`src/rtl/secded_pkg.sv`:
```
// ---------------------------------------------------------------------------
// secded_pkg
//  Shared definitions for the SECDED memory engine: FSM state encodings,
//  mode values, result-flag positions and the codeword bit-layout helpers.
//  No ports.
// ---------------------------------------------------------------------------
package secded_pkg;

   localparam logic [2:0] ST_IDLE = 3'd0;
   localparam logic [2:0] ST_RD   = 3'd1;
   localparam logic [2:0] ST_CAP  = 3'd2;
   localparam logic [2:0] ST_CALC = 3'd3;
   localparam logic [2:0] ST_WR   = 3'd4;
   localparam logic [2:0] ST_DONE = 3'd5;

   localparam logic MODE_DECODE = 1'b0;
   localparam logic MODE_ENCODE = 1'b1;

   // Decode result flags sit in the two top bits of the result word.
   function automatic int ded_bit(input int cw);
      return cw - 1;
   endfunction

   function automatic int sec_bit(input int cw);
      return cw - 2;
   endfunction

   function automatic logic is_pow2(input int v);
      return (v > 0) && ((v & (v - 1)) == 0);
   endfunction

   // Code position of data bit j: data fills the non-power-of-two positions
   // from 3 upward, LSB first.
   function automatic int data_pos(input int j);
      int cnt;
      int pos;
      cnt = 0;
      pos = 0;
      for (int p = 3; p < 64; p++) begin
         if (!is_pow2(p)) begin
            if ((cnt == j) && (pos == 0)) pos = p;
            cnt++;
         end
      end
      return pos;
   endfunction

endpackage

```
`src/rtl/secded_codec.sv`:
```
// ---------------------------------------------------------------------------
// secded_codec
//  Combinational Hamming SECDED encoder and decoder sharing one input word.
//  Ports:
//   i_word      CW   encode: data in [DATA_W-1:0]; decode: received codeword
//   o_enc_cw    CW   full codeword built from i_word[DATA_W-1:0]
//   o_dec_word  CW   {DED, SEC, zeros, data} decode result
//   o_sec       1    single error seen (and corrected)
//   o_ded       1    double error seen (data left uncorrected)
// ---------------------------------------------------------------------------
module secded_codec
   import secded_pkg::*;
#(
   parameter int PAR_W = 5
) (
   input  logic [2**(PAR_W-1)-1:0] i_word,
   output logic [2**(PAR_W-1)-1:0] o_enc_cw,
   output logic [2**(PAR_W-1)-1:0] o_dec_word,
   output logic                    o_sec,
   output logic                    o_ded
);

   localparam int CW     = 2**(PAR_W-1);
   localparam int DATA_W = CW - PAR_W;
   localparam int IW     = PAR_W - 1;

   logic [IW-1:0] w_enc_syn;
   logic [IW-1:0] w_syn;
   logic          w_q;
   logic [CW-1:0] w_fix;

   // The syndrome of a word is the XOR of the positions of its set bits, so
   // each Hamming parity bit is simply the matching bit of the data syndrome.
   always_comb begin
      w_enc_syn = '0;
      o_enc_cw  = '0;
      for (int j = 0; j < DATA_W; j++)
         o_enc_cw[IW'(data_pos(j))] = i_word[IW'(j)];
      for (int p = 1; p < CW; p++)
         if (o_enc_cw[IW'(p)]) w_enc_syn = w_enc_syn ^ IW'(p);
      for (int p = 1; p < CW; p++)
         if (is_pow2(p)) o_enc_cw[IW'(p)] = |(w_enc_syn & IW'(p));
      o_enc_cw[0] = ^o_enc_cw[CW-1:1];
   end

   always_comb begin
      w_syn = '0;
      for (int p = 1; p < CW; p++)
         if (i_word[IW'(p)]) w_syn = w_syn ^ IW'(p);
      w_q   = ^i_word;
      w_fix = i_word;
      // Odd overall parity means one flipped bit; syndrome 0 points at p0.
      if (w_q) w_fix[w_syn] = ~i_word[w_syn];
      o_sec = w_q;
      o_ded = !w_q && (w_syn != '0);
      o_dec_word = '0;
      for (int j = 0; j < DATA_W; j++)
         o_dec_word[IW'(j)] = w_fix[IW'(data_pos(j))];
      o_dec_word[IW'(ded_bit(CW))] = o_ded;
      o_dec_word[IW'(sec_bit(CW))] = o_sec;
   end

endmodule

```
`src/rtl/secded_mem_engine.sv`:
```
// ---------------------------------------------------------------------------
// secded_mem_engine
//  Walks N_WORDS codewords in a byte-wide memory, encoding or SECDED-decoding
//  each one and writing the result back, with SEC/DED event counters.
//  Ports:
//   i_clk, i_reset      clock, synchronous active-high reset
//   i_req, i_mode       start request (IDLE/DONE only), 0=decode 1=encode
//   o_done, o_busy      run complete / run in progress
//   o_mem_addr          byte address
//   o_mem_rd_en         read strobe, i_mem_rdata valid next cycle
//   i_mem_rdata         read data
//   o_mem_wr_en         write strobe, o_mem_wdata one byte per cycle
//   o_sec_cnt/o_ded_cnt saturating event counts of the last decode run
//
//  state | meaning
//  IDLE  | waiting for req after reset
//  RD    | issuing NB read strobes for the current word
//  CAP   | capturing the last returned byte
//  CALC  | registering codec result, first write strobe set up
//  WR    | issuing NB write strobes, low byte first
//  DONE  | run complete, done held until next req
// ---------------------------------------------------------------------------
module secded_mem_engine
   import secded_pkg::*;
#(
   parameter int PAR_W    = 5,
   parameter int N_WORDS  = 15,
   parameter int SRC_BASE = 30,
   parameter int DST_BASE = 0,
   parameter int ADDR_W   = 8
) (
   input  logic              i_clk,
   input  logic              i_reset,
   input  logic              i_req,
   input  logic              i_mode,
   output logic              o_done,
   output logic              o_busy,
   output logic [ADDR_W-1:0] o_mem_addr,
   output logic              o_mem_rd_en,
   input  logic [7:0]        i_mem_rdata,
   output logic              o_mem_wr_en,
   output logic [7:0]        o_mem_wdata,
   output logic [7:0]        o_sec_cnt,
   output logic [7:0]        o_ded_cnt
);

   localparam int CW = 2**(PAR_W-1);
   localparam int NB = CW / 8;
   localparam int BW = $clog2(NB);
   localparam logic [BW-1:0] LAST_BYTE = BW'(NB - 1);
   localparam logic [7:0]    LAST_IDX  = 8'(N_WORDS - 1);

   logic [2:0]        r_state;
   logic [BW-1:0]     r_byte;
   logic [7:0]        r_idx;
   logic              r_mode;
   logic              r_done;
   logic [CW-1:0]     r_asm;
   logic [CW-1:0]     r_res;
   logic [ADDR_W-1:0] r_addr;
   logic [ADDR_W-1:0] r_src_ptr;
   logic [ADDR_W-1:0] r_dst_ptr;
   logic              r_rd_en;
   logic              r_wr_en;
   logic [7:0]        r_wdata;
   logic [7:0]        r_sec_cnt;
   logic [7:0]        r_ded_cnt;

   logic [CW-1:0]     w_enc_cw;
   logic [CW-1:0]     w_dec_word;
   logic [CW-1:0]     w_result;
   logic              w_sec;
   logic              w_ded;

   secded_codec #(.PAR_W(PAR_W)) u_codec (
      .i_word     (r_asm),
      .o_enc_cw   (w_enc_cw),
      .o_dec_word (w_dec_word),
      .o_sec      (w_sec),
      .o_ded      (w_ded)
   );

   assign w_result = (r_mode == MODE_ENCODE) ? w_enc_cw : w_dec_word;

   always_ff @(posedge i_clk) begin
      if (i_reset) begin
         r_state   <= ST_IDLE;
         r_byte    <= '0;
         r_idx     <= '0;
         r_mode    <= MODE_DECODE;
         r_done    <= 1'b0;
         r_asm     <= '0;
         r_res     <= '0;
         r_addr    <= '0;
         r_src_ptr <= '0;
         r_dst_ptr <= '0;
         r_rd_en   <= 1'b0;
         r_wr_en   <= 1'b0;
         r_wdata   <= '0;
         r_sec_cnt <= '0;
         r_ded_cnt <= '0;
      end else begin
         case (r_state)
            ST_IDLE, ST_DONE: begin
               if (i_req) begin
                  r_state   <= ST_RD;
                  r_mode    <= i_mode;
                  r_done    <= 1'b0;
                  r_sec_cnt <= '0;
                  r_ded_cnt <= '0;
                  r_idx     <= '0;
                  r_byte    <= '0;
                  r_addr    <= ADDR_W'(SRC_BASE);
                  r_dst_ptr <= ADDR_W'(DST_BASE);
                  r_rd_en   <= 1'b1;
               end
            end
            ST_RD: begin
               // Byte b arrives while strobe b+1 is out; the last one lands in CAP.
               if (r_byte != '0) r_asm <= {i_mem_rdata, r_asm[CW-1:8]};
               if (r_byte == LAST_BYTE) begin
                  r_state   <= ST_CAP;
                  r_rd_en   <= 1'b0;
                  r_src_ptr <= r_addr + 1'b1;
               end else begin
                  r_byte <= r_byte + 1'b1;
                  r_addr <= r_addr + 1'b1;
               end
            end
            ST_CAP: begin
               r_asm   <= {i_mem_rdata, r_asm[CW-1:8]};
               r_state <= ST_CALC;
            end
            ST_CALC: begin
               r_res   <= w_result >> 8;
               r_wdata <= w_result[7:0];
               r_wr_en <= 1'b1;
               r_addr  <= r_dst_ptr;
               r_byte  <= '0;
               r_state <= ST_WR;
               if (r_mode == MODE_DECODE) begin
                  if (w_sec && (r_sec_cnt != 8'hFF)) r_sec_cnt <= r_sec_cnt + 8'd1;
                  if (w_ded && (r_ded_cnt != 8'hFF)) r_ded_cnt <= r_ded_cnt + 8'd1;
               end
            end
            ST_WR: begin
               if (r_byte == LAST_BYTE) begin
                  r_wr_en   <= 1'b0;
                  r_dst_ptr <= r_addr + 1'b1;
                  if (r_idx == LAST_IDX) begin
                     r_state <= ST_DONE;
                     r_done  <= 1'b1;
                  end else begin
                     r_idx   <= r_idx + 8'd1;
                     r_state <= ST_RD;
                     r_rd_en <= 1'b1;
                     r_addr  <= r_src_ptr;
                     r_byte  <= '0;
                  end
               end else begin
                  r_byte  <= r_byte + 1'b1;
                  r_addr  <= r_addr + 1'b1;
                  r_wdata <= r_res[7:0];
                  r_res   <= r_res >> 8;
               end
            end
            default: r_state <= ST_IDLE;
         endcase
      end
   end

   assign o_done      = r_done;
   assign o_busy      = (r_state == ST_RD) || (r_state == ST_CAP) ||
                        (r_state == ST_CALC) || (r_state == ST_WR);
   assign o_mem_addr  = r_addr;
   assign o_mem_rd_en = r_rd_en;
   assign o_mem_wr_en = r_wr_en;
   assign o_mem_wdata = r_wdata;
   assign o_sec_cnt   = r_sec_cnt;
   assign o_ded_cnt   = r_ded_cnt;

endmodule
```
`config.mk`:
```
export PLATFORM = sky130hd
export DESIGN_NAME = secded_mem_engine
export DESIGN_NICKNAME = d
export VERILOG_FILES = /design/src/rtl/secded_pkg.sv /design/src/rtl/secded_codec.sv /design/src/rtl/secded_mem_engine.sv
export SDC_FILE = /design/constraint.sdc
export NUM_CORES = 1
export LEC_CHECK = 0
export ABC_AREA = 1
export BUFFER_PORTS_ARGS = -buffer_cell sky130_fd_sc_hd__buf_2
export CAP_MARGIN = 40
export CORE_MARGIN = 1.5
export CORE_UTILIZATION = 54
export CTS_BUF_LIST = sky130_fd_sc_hd__clkbuf_8
export CTS_CLUSTER_DIAMETER = 80
export DETAILED_ROUTE_END_ITERATION = 16
export PLACE_DENSITY = 0.75
export SYNTH_ARGS = -nofsm -noshare
export SYNTH_HDL_FRONTEND = slang
export SYNTH_SLANG_ARGS = --single-unit
```
`constraint.sdc`:
```
create_clock -name i_clk -period 4.21 [get_ports i_clk]
set_input_delay 0.421 -clock i_clk [delete_from_list [all_inputs] [get_ports i_clk]]
set_output_delay 0.421 -clock i_clk [all_outputs]
set_load 0.05 [all_outputs]
```
# Word level (Yosys, flattened, before mapping)
# Cells that the tools add are included.
[classes]
add_sub_neg = 5
n_mul = 0
div_mod_pow = 0
n_lt_le_gt_ge = 2
eq_ne = 19
shift = 0
mux = 60
n_bitwise = 10
reduce_logical = 33
[op_table]
columns = ["op", "count"]
rows = [
  ["$mux W8", 15],
  ["$pmux W8 S2", 5],
  ["$pmux W16 S2", 2],
  ["$mux W3", 11],
  ["$add A8 B1 Y8 const B", 4],
  ["$mux W16", 2],
  ["$pmux W8 S4", 1],
  ["$ne A2 B2 Y1 const B", 10],
  ["$reduce_and A4 Y1", 5],
  ["$bwmux W16", 1],
  ["$ne A8 B8 Y1 const B", 2],
  ["$reduce_xor A16 Y1", 1],
  ["$pmux W3 S5", 1],
  ["$reduce_xor A15 Y1", 1],
  ["$mux W1", 13],
  ["$reduce_and A2 Y1", 6],
  ["$not A2 Y2", 5],
  ["$eq A8 B4 Y1 const B", 1],
  ["$reduce_bool A2 Y1", 4],
  ["$reduce_bool A4 Y1", 2],
  ["$eq A3 B2 Y1 const B", 2],
  ["$eq A3 B3 Y1 const B", 2],
  ["$mux W2", 3],
  ["$not A3 Y3", 2],
  ["other kinds (20)", 28],
]
[totals]
reg_bits = 96
latch_bits = 0
ramBits = 0
rom_bits = 0
out_inout_bits = 36
mem_count = 0

# Longest topological paths before layout
# Gate-level depths: netlist (run 1).
[logic_depth]
depth_word = 19
mapped_depth = 16

# Cells and area by module
# A second synthesis (run 1) with hierarchy kept.
[unflattened]
cells_unflattened = 855
hier_area_um2 = 5373.9
[modules_own_cells]
columns = ["mod", "instances", "cells_each", "area_per_inst_um2", "seq_area_each_um2"]
rows = [
  ["secded_mem_engine", 1, 682, 4473.0, 1761.7],
  ["secded_codec", 1, 173, 900.9, 0.0],
]

# Worst setup path after synthesis (run 1)
# No wires, ideal clock.
[synth_timing]
path_type = "flip-flop to flip-flop"
start = "register r_ded_cnt[0] (netlist: o_ded_cnt[0])"
end = "register r_ded_cnt[6] (netlist: o_ded_cnt[6])"
setup_time_ns = 0.132
arrival_ns = 1.888
path_slack_ns = 2.190
stages_incl_launch_ff = 12
path_buffers = 1
synth_period_minus_slack_ns = 2.020
cell_sequence = "dfxtp_1 -> ha_1 -> nand2_1 -> nor3_1 -> nand3_1 -> nand2_1 -> o21ai_1 -> nand2_1 -> buf_6 -> inv_6 -> nand3_1 -> a21oi_1"
[synth_via]
elab_chain_cells = 4
elab_cells_between_ends = 8
[synth_rtl]
columns = ["element", "line", "rtl"]
rows = [
  ["start: declaration", "secded_mem_engine.sv:67", "logic [7:0] r_ded_cnt;"],
  ["start signal: assignment", "secded_mem_engine.sv:143", "if (w_ded && (r_ded_cnt != 8'hFF)) r_ded_cnt <= r_ded_cnt + 8'd1;"],
  ["$add A8 B1 Y8 / $ne A8 B8 Y1 (equally long branches)", "secded_mem_engine.sv:143", ""],
  ["$mux W8 / $logic_and A1 B1 Y1 (equally long branches)", "secded_mem_engine.sv:143", ""],
  ["$mux W8 / $ne A2 B2 Y1 (equally long branches)", "n/a", ""],
  ["$pmux W8 S2 / $reduce_and A4 Y1 (equally long branches)", "n/a", ""],
]
# Parallel ways exist; a longest one is shown, timed or not. The select of a mux whose other input is x is not followed.
# A chain may end at the register's enable or synchronous reset.

# Worst setup path in the final report (run 1)
[layout_timing]
start = "register r_state[2]"
end = "register r_addr[7] (netlist: o_mem_addr[7])"
[layout_via]
elab_chain_cells = 4
elab_cells_between_ends = 12
[layout_rtl]
columns = ["element", "line", "rtl"]
rows = [
  ["start: declaration", "secded_mem_engine.sv:53", "logic [2:0] r_state;"],
  ["start signal: assignment", "secded_mem_engine.sv:87", "r_state <= ST_IDLE;"],
  ["start signal: assignment", "secded_mem_engine.sv:106", "r_state <= ST_RD;"],
  ["start signal: assignment", "secded_mem_engine.sv:122", "r_state <= ST_CAP;"],
  ["$eq A3 B3 Y1 / $logic_not A3 Y1 (equally long branches)", "secded_mem_engine.sv:103", "case (r_state)"],
  ["$reduce_or A2 Y1", "secded_mem_engine.sv:103", ""],
  ["$reduce_bool A4 Y1 (no source line) / $ne A2 B2 Y1 (equally long branches)", "n/a", ""],
  ["$reduce_and A4 Y1 (no source line)", "n/a", ""],
  ["end signal: assignment", "secded_mem_engine.sv:113", "r_addr <= ADDR_W'(SRC_BASE);"],
  ["end signal: assignment", "secded_mem_engine.sv:127", "r_addr <= r_addr + 1'b1;"],
  ["end signal: assignment", "secded_mem_engine.sv:138", "r_addr <= r_dst_ptr;"],
  ["end: declaration", "secded_mem_engine.sv:60", "logic [ADDR_W-1:0] r_addr;"],
]
# Parallel ways exist; a longest one is shown, timed or not.

==> results.sh, run 1 <==
export IMPL_hpwl_mm=7.26
export IMPL_dr_pass1_iters=5
export IMPL_synth_common_cells="nand2_1, dfxtp_1, a21oi_1, inv_1, nor2_1"
export IMPL_numCtsBuffers=9
export IMPL_synth_compound_area_share_pct=18.5
export IMPL_crit_type="flop to flop"
export IMPL_cp_required_ns=4.48
export IMPL_ant_nets=0
export IMPL_hp_class="input pin to flop"
export IMPL_crit_buf_inv=3
export IMPL_routed_wl_mm=9.96
export IMPL_diodes=0
export IMPL_gr_usage_all_layers_pct=24.2
export IMPL_synth_area_um2=4290
export IMPL_cts_setup_buffers=0
export IMPL_synth_nets=657
export IMPL_drive_gt1_share_pct=15.5
export IMPL_grt_max_degree=39
export IMPL_synth_area_per_cell_um2=6.70
export IMPL_hold_slack_ns=0.348
export IMPL_synth_edff_count=0
export IMPL_min_period_ns=2.82
export IMPL_setup_tns_final_ns=0
export IMPL_start_kind="flop"
export IMPL_max_freq_ghz=0.355
export IMPL_grt_overflow_total=0
export IMPL_htree_levels=3
export IMPL_synthArstFlopShare_pct=0
export IMPL_area_delta_synth_final_pct=11.0
export IMPL_die_height_um=92.1
export IMPL_cts_resized=0
export IMPL_synth_area_mux_share_pct=0
export IMPL_final_max_slew_viol_count=0
export IMPL_rsz0062_at_grt="false"
export IMPL_clk_pin_slew_ns=0.08
export IMPL_setup_viol=0
export IMPL_power_frac_seq_pct=32.3
export IMPL_clk_latency_ns=0.35
export IMPL_worstSetupEndpoint="o_mem_addr[7]$_SDFFE_PP0P_"
export IMPL_place_gp_congestion=0.913
export IMPL_p_comb_share_pct=50.6
export IMPL_clockBufferDepth=2
export IMPL_status="completed"
export IMPL_slowest_stage="nor2_1"
export IMPL_synth_top_family_by_area="simple AND/OR/NAND/NOR gates"
export IMPL_floorplan_initialDensity_pct=55.7
export IMPL_fillCellCount=730
export IMPL_portBuffers=47
export IMPL_worst_r2r_cell_count=9
export IMPL_yosys_top_cells_area="dfxtp_1, nand2_1, a21oi_1, inv_1, o21ai_0"
export IMPL_cts_sinks=80
export IMPL_p_clk_share_pct=17.1
export IMPL_drc=0
export IMPL_boundaryPins=48
export IMPL_clock_skew_ns=0.00848
export IMPL_coreArea_um2=7690
export IMPL_cts_tree="built"
export IMPL_final_util_pct=61.9
export IMPL_synth_ff_type="dfxtp_1"
export IMPL_ys_warn_count=0
export IMPL_synth_seq_area_share_pct=37.4
export IMPL_cp_top_family="simple AND/OR/NAND/NOR gates"
export IMPL_antenna_found_initial=0
export IMPL_maxSlewHeadroom_pct=47.3
export IMPL_powerDensity_nw_per_um2=666
export IMPL_ys_ff_latch=80
export IMPL_final_cell_area_um2=4760
export IMPL_rr_endpoint="o_mem_addr[7]$_SDFFE_PP0P_"
export IMPL_timing_hold_violations_final=0
export IMPL_die_w_um=92.1
export IMPL_p_int_mw=1.62
export IMPL_rows=32
export IMPL_yosysMostFrequentCell="nand2_1"
export IMPL_critical_path_arrival_ns=3.09
export IMPL_p_switching_mw=1.55
export IMPL_drt_iter0_markers=223
export IMPL_end_kind="flop"
export IMPL_dpl_cell_area_um2=4570
export IMPL_grt_pass1_vias=3755
export IMPL_crit_chain="nand2_1 -> nor2_1 -> inv_1 -> nor2_1 -> a211oi_1 -> buf_2 -> inv_1 -> nand2_1 -> a21oi_1"
export IMPL_sw_frac_of_total_pct=48.8
export IMPL_grt_pass1_wl_mm=16.7
export IMPL_synth_top_area_share_pct=37.4
export IMPL_crit_fanout=12
export IMPL_rrSetupSlack_ns=1.39
export IMPL_worstSetupStartpoint="r_state[2]$_SDFFE_PP0P_"
export IMPL_crit_cells=9
export IMPL_nets=698
export IMPL_ys_types=45
export IMPL_reg2reg_from="r_state[2]$_SDFFE_PP0P_"
export IMPL_yosys_area_share_simple_pct=31.0
export IMPL_maxCapViolations=0
export IMPL_vias=4182
export IMPL_synth_xor_xnor_area_share_pct=2.83
export IMPL_vdd_drop_max_v=0.000380
export IMPL_die_area_um2=8480
export IMPL_power_leakage_nw=2.12
export IMPL_cts_hold_buf=0
export IMPL_tightest_slew_ns=0.787
export IMPL_fin_crit_sh_pct=67.0
export IMPL_drt_vias_per_instance=5.31
export IMPL_critical_path_max_stage_delay_ns=0.62
export IMPL_synthAdderAreaFrac_pct=1.46
export IMPL_avgRoutedWirePerCell_um=12.7
export IMPL_yosysTopAreaCell="dfxtp_1"
export IMPL_cts_root_buf="clkbuf_8"
export IMPL_synth_cells=640
## cell type report
| cell class | instances | area (um^2) | share of cell area (%) |
|---|---|---|---|
| inverter | 76 | 292 | 6.13 |
| sequential | 80 | 1600 | 33.7 |
| multi-input combinational | 466 | 2310 | 48.5 |
| clock buffer | 10 | 138 | 2.89 |
| clock inverter | 5 | 48.8 | 1.03 |
| tap | 102 | 128 | 2.68 |
| timing repair buffer | 48 | 240 | 5.05 |
## worst min-delay path by stage
stage / from / endpoint / slack (ns) / cells after the start
after global routing: i_mode / r_mode$_SDFFE_PP0P_ / 0.34 / 3
after detailed placement: o_done$_SDFFE_PP0P_ / o_done$_SDFFE_PP0P_ / 0.43 / 2
after CTS: i_mode / r_mode$_SDFFE_PP0P_ / 0.34 / 3
final: i_mode / r_mode$_SDFFE_PP0P_ / 0.35 / 3
after global placement: o_done$_SDFFE_PP0P_ / o_done$_SDFFE_PP0P_ / 0.43 / 2
after floorplan: r_idx[7]$_SDFFE_PP0P_ / r_idx[7]$_SDFFE_PP0P_ / 0.43 / 1
## registers in the layout, summed over array words and instances (netlist names)
name and count:
o_sec_cnt 8, r_idx 8, r_mode 1, o_done 1, r_asm 16, o_mem_wr_en 1
r_src_ptr 8, r_byte 1, o_ded_cnt 8, o_mem_addr 8, o_mem_rd_en 1, o_mem_wdata 8
r_dst_ptr 8, r_state 3
## metal layers
layer | GRT usage (%) | wire length [um]
met4 | 9.36 | 163
met1 | 31.4 | 4710
met5 | 0 | 0
met2 | 39.8 | 4700
met3 | 4.15 | 385
## tightest hold or removal path: cells and delay by family
kind | cells | cell delay [ns]
and+or+nand+nor | 2 | 0.15
buffers and inverters | 1 | 0.10
## stage by stage
stage / power [mW] / cells / worst slack (ns)
final: 3.17 / 787 / 1.39
after global placement: 2.58 / 771 / 1.60
after CTS: 3.17 / 787 / 1.41
after detailed placement: 2.63 / 772 / 1.44
after global routing: 3.42 / 787 / 0.987
after floorplan: 2.30 / 640 / 2.19
## power groups by stage
| stage | clock network, mW | registers [mW] | logic, mW |
|---|---|---|---|
| after global placement | 0 | 1.03 | 1.55 |
| final | 0.541 | 1.02 | 1.60 |
| after global routing | 0.588 | 1.04 | 1.79 |
| after CTS | 0.556 | 1.02 | 1.60 |
| after detailed placement | 0 | 1.04 | 1.59 |
| after floorplan | 0 | 1.13 | 1.17 |
## placed cells by master, fill, tap and decap left out, types with 2 or more instances in the layout
master / n
nand2_1: 176
nor3_1: 8
clkbuf_8: 10
nand2_4: 2
a221oi_1: 4
o211ai_1: 3
xnor2_1: 3
clkinv_2: 4
buf_2: 48
nand3_1: 37
nor2_2: 4
o221ai_1: 2
o21ai_0: 39
a21oi_1: 74
nand2_2: 10
a211oi_1: 2
o22ai_1: 2
xor2_1: 9
nor3_2: 2
o21ai_1: 8
a31oi_1: 2
ha_1: 5
o21ai_2: 2
nor2_1: 50
dfxtp_1: 80
nand4_1: 8
inv_1: 61
inv_2: 14
## logic make-up after synthesis
group                    count (synthesis)
AND/OR/NAND/NOR                        305
AO/OA/AOI/OAI                          143
XOR/XNOR                                13
flip-flops                              80
adder cells (fa/ha/maj)                  5
buffers and inverters                   94
Note: power is estimated with default switching activity, not from simulation.
==> inputs of run 2 (changes only) <==
==> constraint.sdc (replaced) <==
create_clock -name i_clk -period 2.7 [get_ports i_clk]
set_input_delay 0.27 -clock i_clk [delete_from_list [all_inputs] [get_ports i_clk]]
set_output_delay 0.27 -clock i_clk [all_outputs]
set_load 0.05 [all_outputs]
==> run 2 against run 1 <==
  * Routed wire length is 3.7% higher
  * Core utilization is 0.65 points higher
  * Final area is 1.1% higher
  * Die area stayed put
  * Clock power is 57% higher
  * Critical path type unchanged
  * Largest cell class unchanged
==> results.sh, run 2 (synthesis results as in run 1) <==
export IMPL_avgRoutedWirePerCell_um=13.0
export IMPL_grt_pass1_wl_mm=17.8
export IMPL_cp_required_ns=2.98
export IMPL_critical_path_arrival_ns=2.62
export IMPL_maxSlewHeadroom_pct=42.2
export IMPL_dr_pass1_iters=5
export IMPL_routed_wl_mm=10.3
export IMPL_die_w_um=92.1
export IMPL_cts_sinks=80
export IMPL_vdd_drop_max_v=0.000647
export IMPL_rr_endpoint="r_idx[7]$_SDFFE_PP0P_"
export IMPL_power_leakage_nw=2.14
export IMPL_max_freq_ghz=0.427
export IMPL_floorplan_initialDensity_pct=55.7
export IMPL_cts_tree="built"
export IMPL_drive_gt1_share_pct=16.4
export IMPL_hpwl_mm=7.48
export IMPL_antenna_found_initial=0
export IMPL_clk_latency_ns=0.35
export IMPL_layout_commonest_cell="nand2_1"
export IMPL_grt_overflow_total=0
export IMPL_die_height_um=92.1
export IMPL_setup_tns_final_ns=0
export IMPL_whs_endpoint="r_asm[14]$_SDFFE_PP0P_"
export IMPL_holdPathStages=3
export IMPL_drt_iter0_markers=219
export IMPL_dp_slack_ns=0.138
export IMPL_fin_crit_sh_pct=86.8
export IMPL_final_cell_mix="nand2_1, dfxtp_1, a21oi_1"
export IMPL_crit_type="flop to flop"
export IMPL_area_delta_synth_final_pct=12.1
export IMPL_crit_chain="inv_2 -> nor2_1 -> inv_2 -> nand3_2 -> nor2_1 -> nor2_2 -> nand2_1 -> nor3_2 -> nand3_1 -> nor2_1 -> o21ai_1 -> a21oi_1"
export IMPL_cts_setup_buffers=0
export IMPL_crit_top_cell="nor2_1"
export IMPL_diodes=0
export IMPL_portBuffers=47
export IMPL_regMostFlops="r_asm"
export IMPL_rows=32
export IMPL_clock_skew_ns=0.0144
export IMPL_status="completed"
export IMPL_coreArea_um2=7690
export IMPL_end_kind="flop"
export IMPL_gr_usage_all_layers_pct=25.7
export IMPL_worst_r2r_cell_count=12
export IMPL_cts_root_buf="clkbuf_8"
export IMPL_rrSetupSlack_ns=0.36
export IMPL_crit_fanout=11
export IMPL_slowest_stage="nor2_2"
export IMPL_grt_max_degree=38
export IMPL_ant_nets=0
export IMPL_hold_path_startpoint="i_mem_rdata[6]"
export IMPL_drt_vias_per_instance=5.39
export IMPL_drc=0
export IMPL_nets=704
export IMPL_cts_resized=0
export IMPL_timing_hold_violations_final=0
export IMPL_crit_buf_inv=2
export IMPL_start_kind="flop"
export IMPL_reg2reg_from="r_state[0]$_SDFFE_PP0P_"
export IMPL_largest_reg_flops=16
export IMPL_setup_viol=0
export IMPL_maxCapViolations=0
export IMPL_tightest_slew_ns=0.867
export IMPL_final_max_slew_viol_count=0
export IMPL_boundaryPins=48
export IMPL_grt_pass1_vias=3953
export IMPL_clk_pin_slew_ns=0.08
export IMPL_numCtsBuffers=9
export IMPL_final_setup_worst_slack_ns=0.357
export IMPL_htree_levels=3
export IMPL_place_gp_congestion=0.858
export IMPL_vias=4274
export IMPL_min_period_ns=2.34
export IMPL_critical_path_max_stage_delay_ns=0.42
export IMPL_cp_top_family="simple AND/OR/NAND/NOR gates"
export IMPL_total_power_mw=4.98
export IMPL_cts_hold_buf=0
export IMPL_rsz0062_at_grt="false"
export IMPL_powerDensity_nw_per_um2=1040
export IMPL_die_area_um2=8480
export IMPL_hp_class="input pin to flop"
export IMPL_clockBufferDepth=2
-- run 2: cell types whose count changed in the layout (fill, tap and decap cells not counted), sizes merged --
cell and delta:
buf +6, clkinvlp +2, clkbuf -1, clkinv -1
-- run 2: per-layer routing --
layer  vias up  wire length (um)  GRT usage (%)
met3        20               539           4.23
li1       2175                 -              -
met2       115              4890           43.8
met4         0               235           9.87
met1      1964              4670           32.4
met5         -                 0              0
-- run 2: per-stage QoR --
step                area, um^2  instances  utilization, %  hold slack, ns
floorplan                 4290        640               -           0.412
global placement          4620        778            60.1           0.447
detailed placement        4620        778            60.1           0.452
CTS                       4800        793            62.5           0.189
global route              4810        793            62.5           0.211
finish                    4810        793            62.5           0.200
-- run 2: power breakdown --
| part | total [mW] | internal, mW | leakage (nW) | switching (mW) |
|---|---|---|---|---|
| Sequential | 1.59 | 1.37 | 0.649 | 0.223 |
| Combinational | 2.54 | 0.737 | 1.40 | 1.81 |
| Clock | 0.848 | 0.419 | 0.0925 | 0.429 |
-- run 2: worst max-delay path by stage --
stage / to / from / cells after the start
after floorplan: o_ded_cnt[6]$_SDFFE_PP0P_ / o_ded_cnt[0]$_SDFFE_PP0P_ / 11
after global placement: r_idx[6]$_SDFFE_PP0P_ / r_state[0]$_SDFFE_PP0P_ / 13
after detailed placement: r_idx[7]$_SDFFE_PP0P_ / r_state[0]$_SDFFE_PP0P_ / 12
after CTS: r_idx[7]$_SDFFE_PP0P_ / r_state[0]$_SDFFE_PP0P_ / 12
after global routing: r_idx[7]$_SDFFE_PP0P_ / r_state[0]$_SDFFE_PP0P_ / 12
final: r_idx[7]$_SDFFE_PP0P_ / r_state[0]$_SDFFE_PP0P_ / 12
-- run 2: layout make-up --
type | instances | area (um^2)
Sequential cell | 80 | 1600
Timing Repair Buffer | 54 | 288
Inverter | 76 | 292
Clock buffer | 9 | 124
Fill cell | 726 | 2880
Tap cell | 102 | 128
Clock inverter | 6 | 62.6
Multi-Input combinational cell | 466 | 2310
-- run 2: worst reg2reg max path, delay by kind of cell, from the launching register on --
kind	cells	cell delay, ns
flip-flops	1	0.34
buffers and inverters	2	0.15
AO/OA/AOI/OAI	2	0.18
AND/OR/NAND/NOR	8	1.63
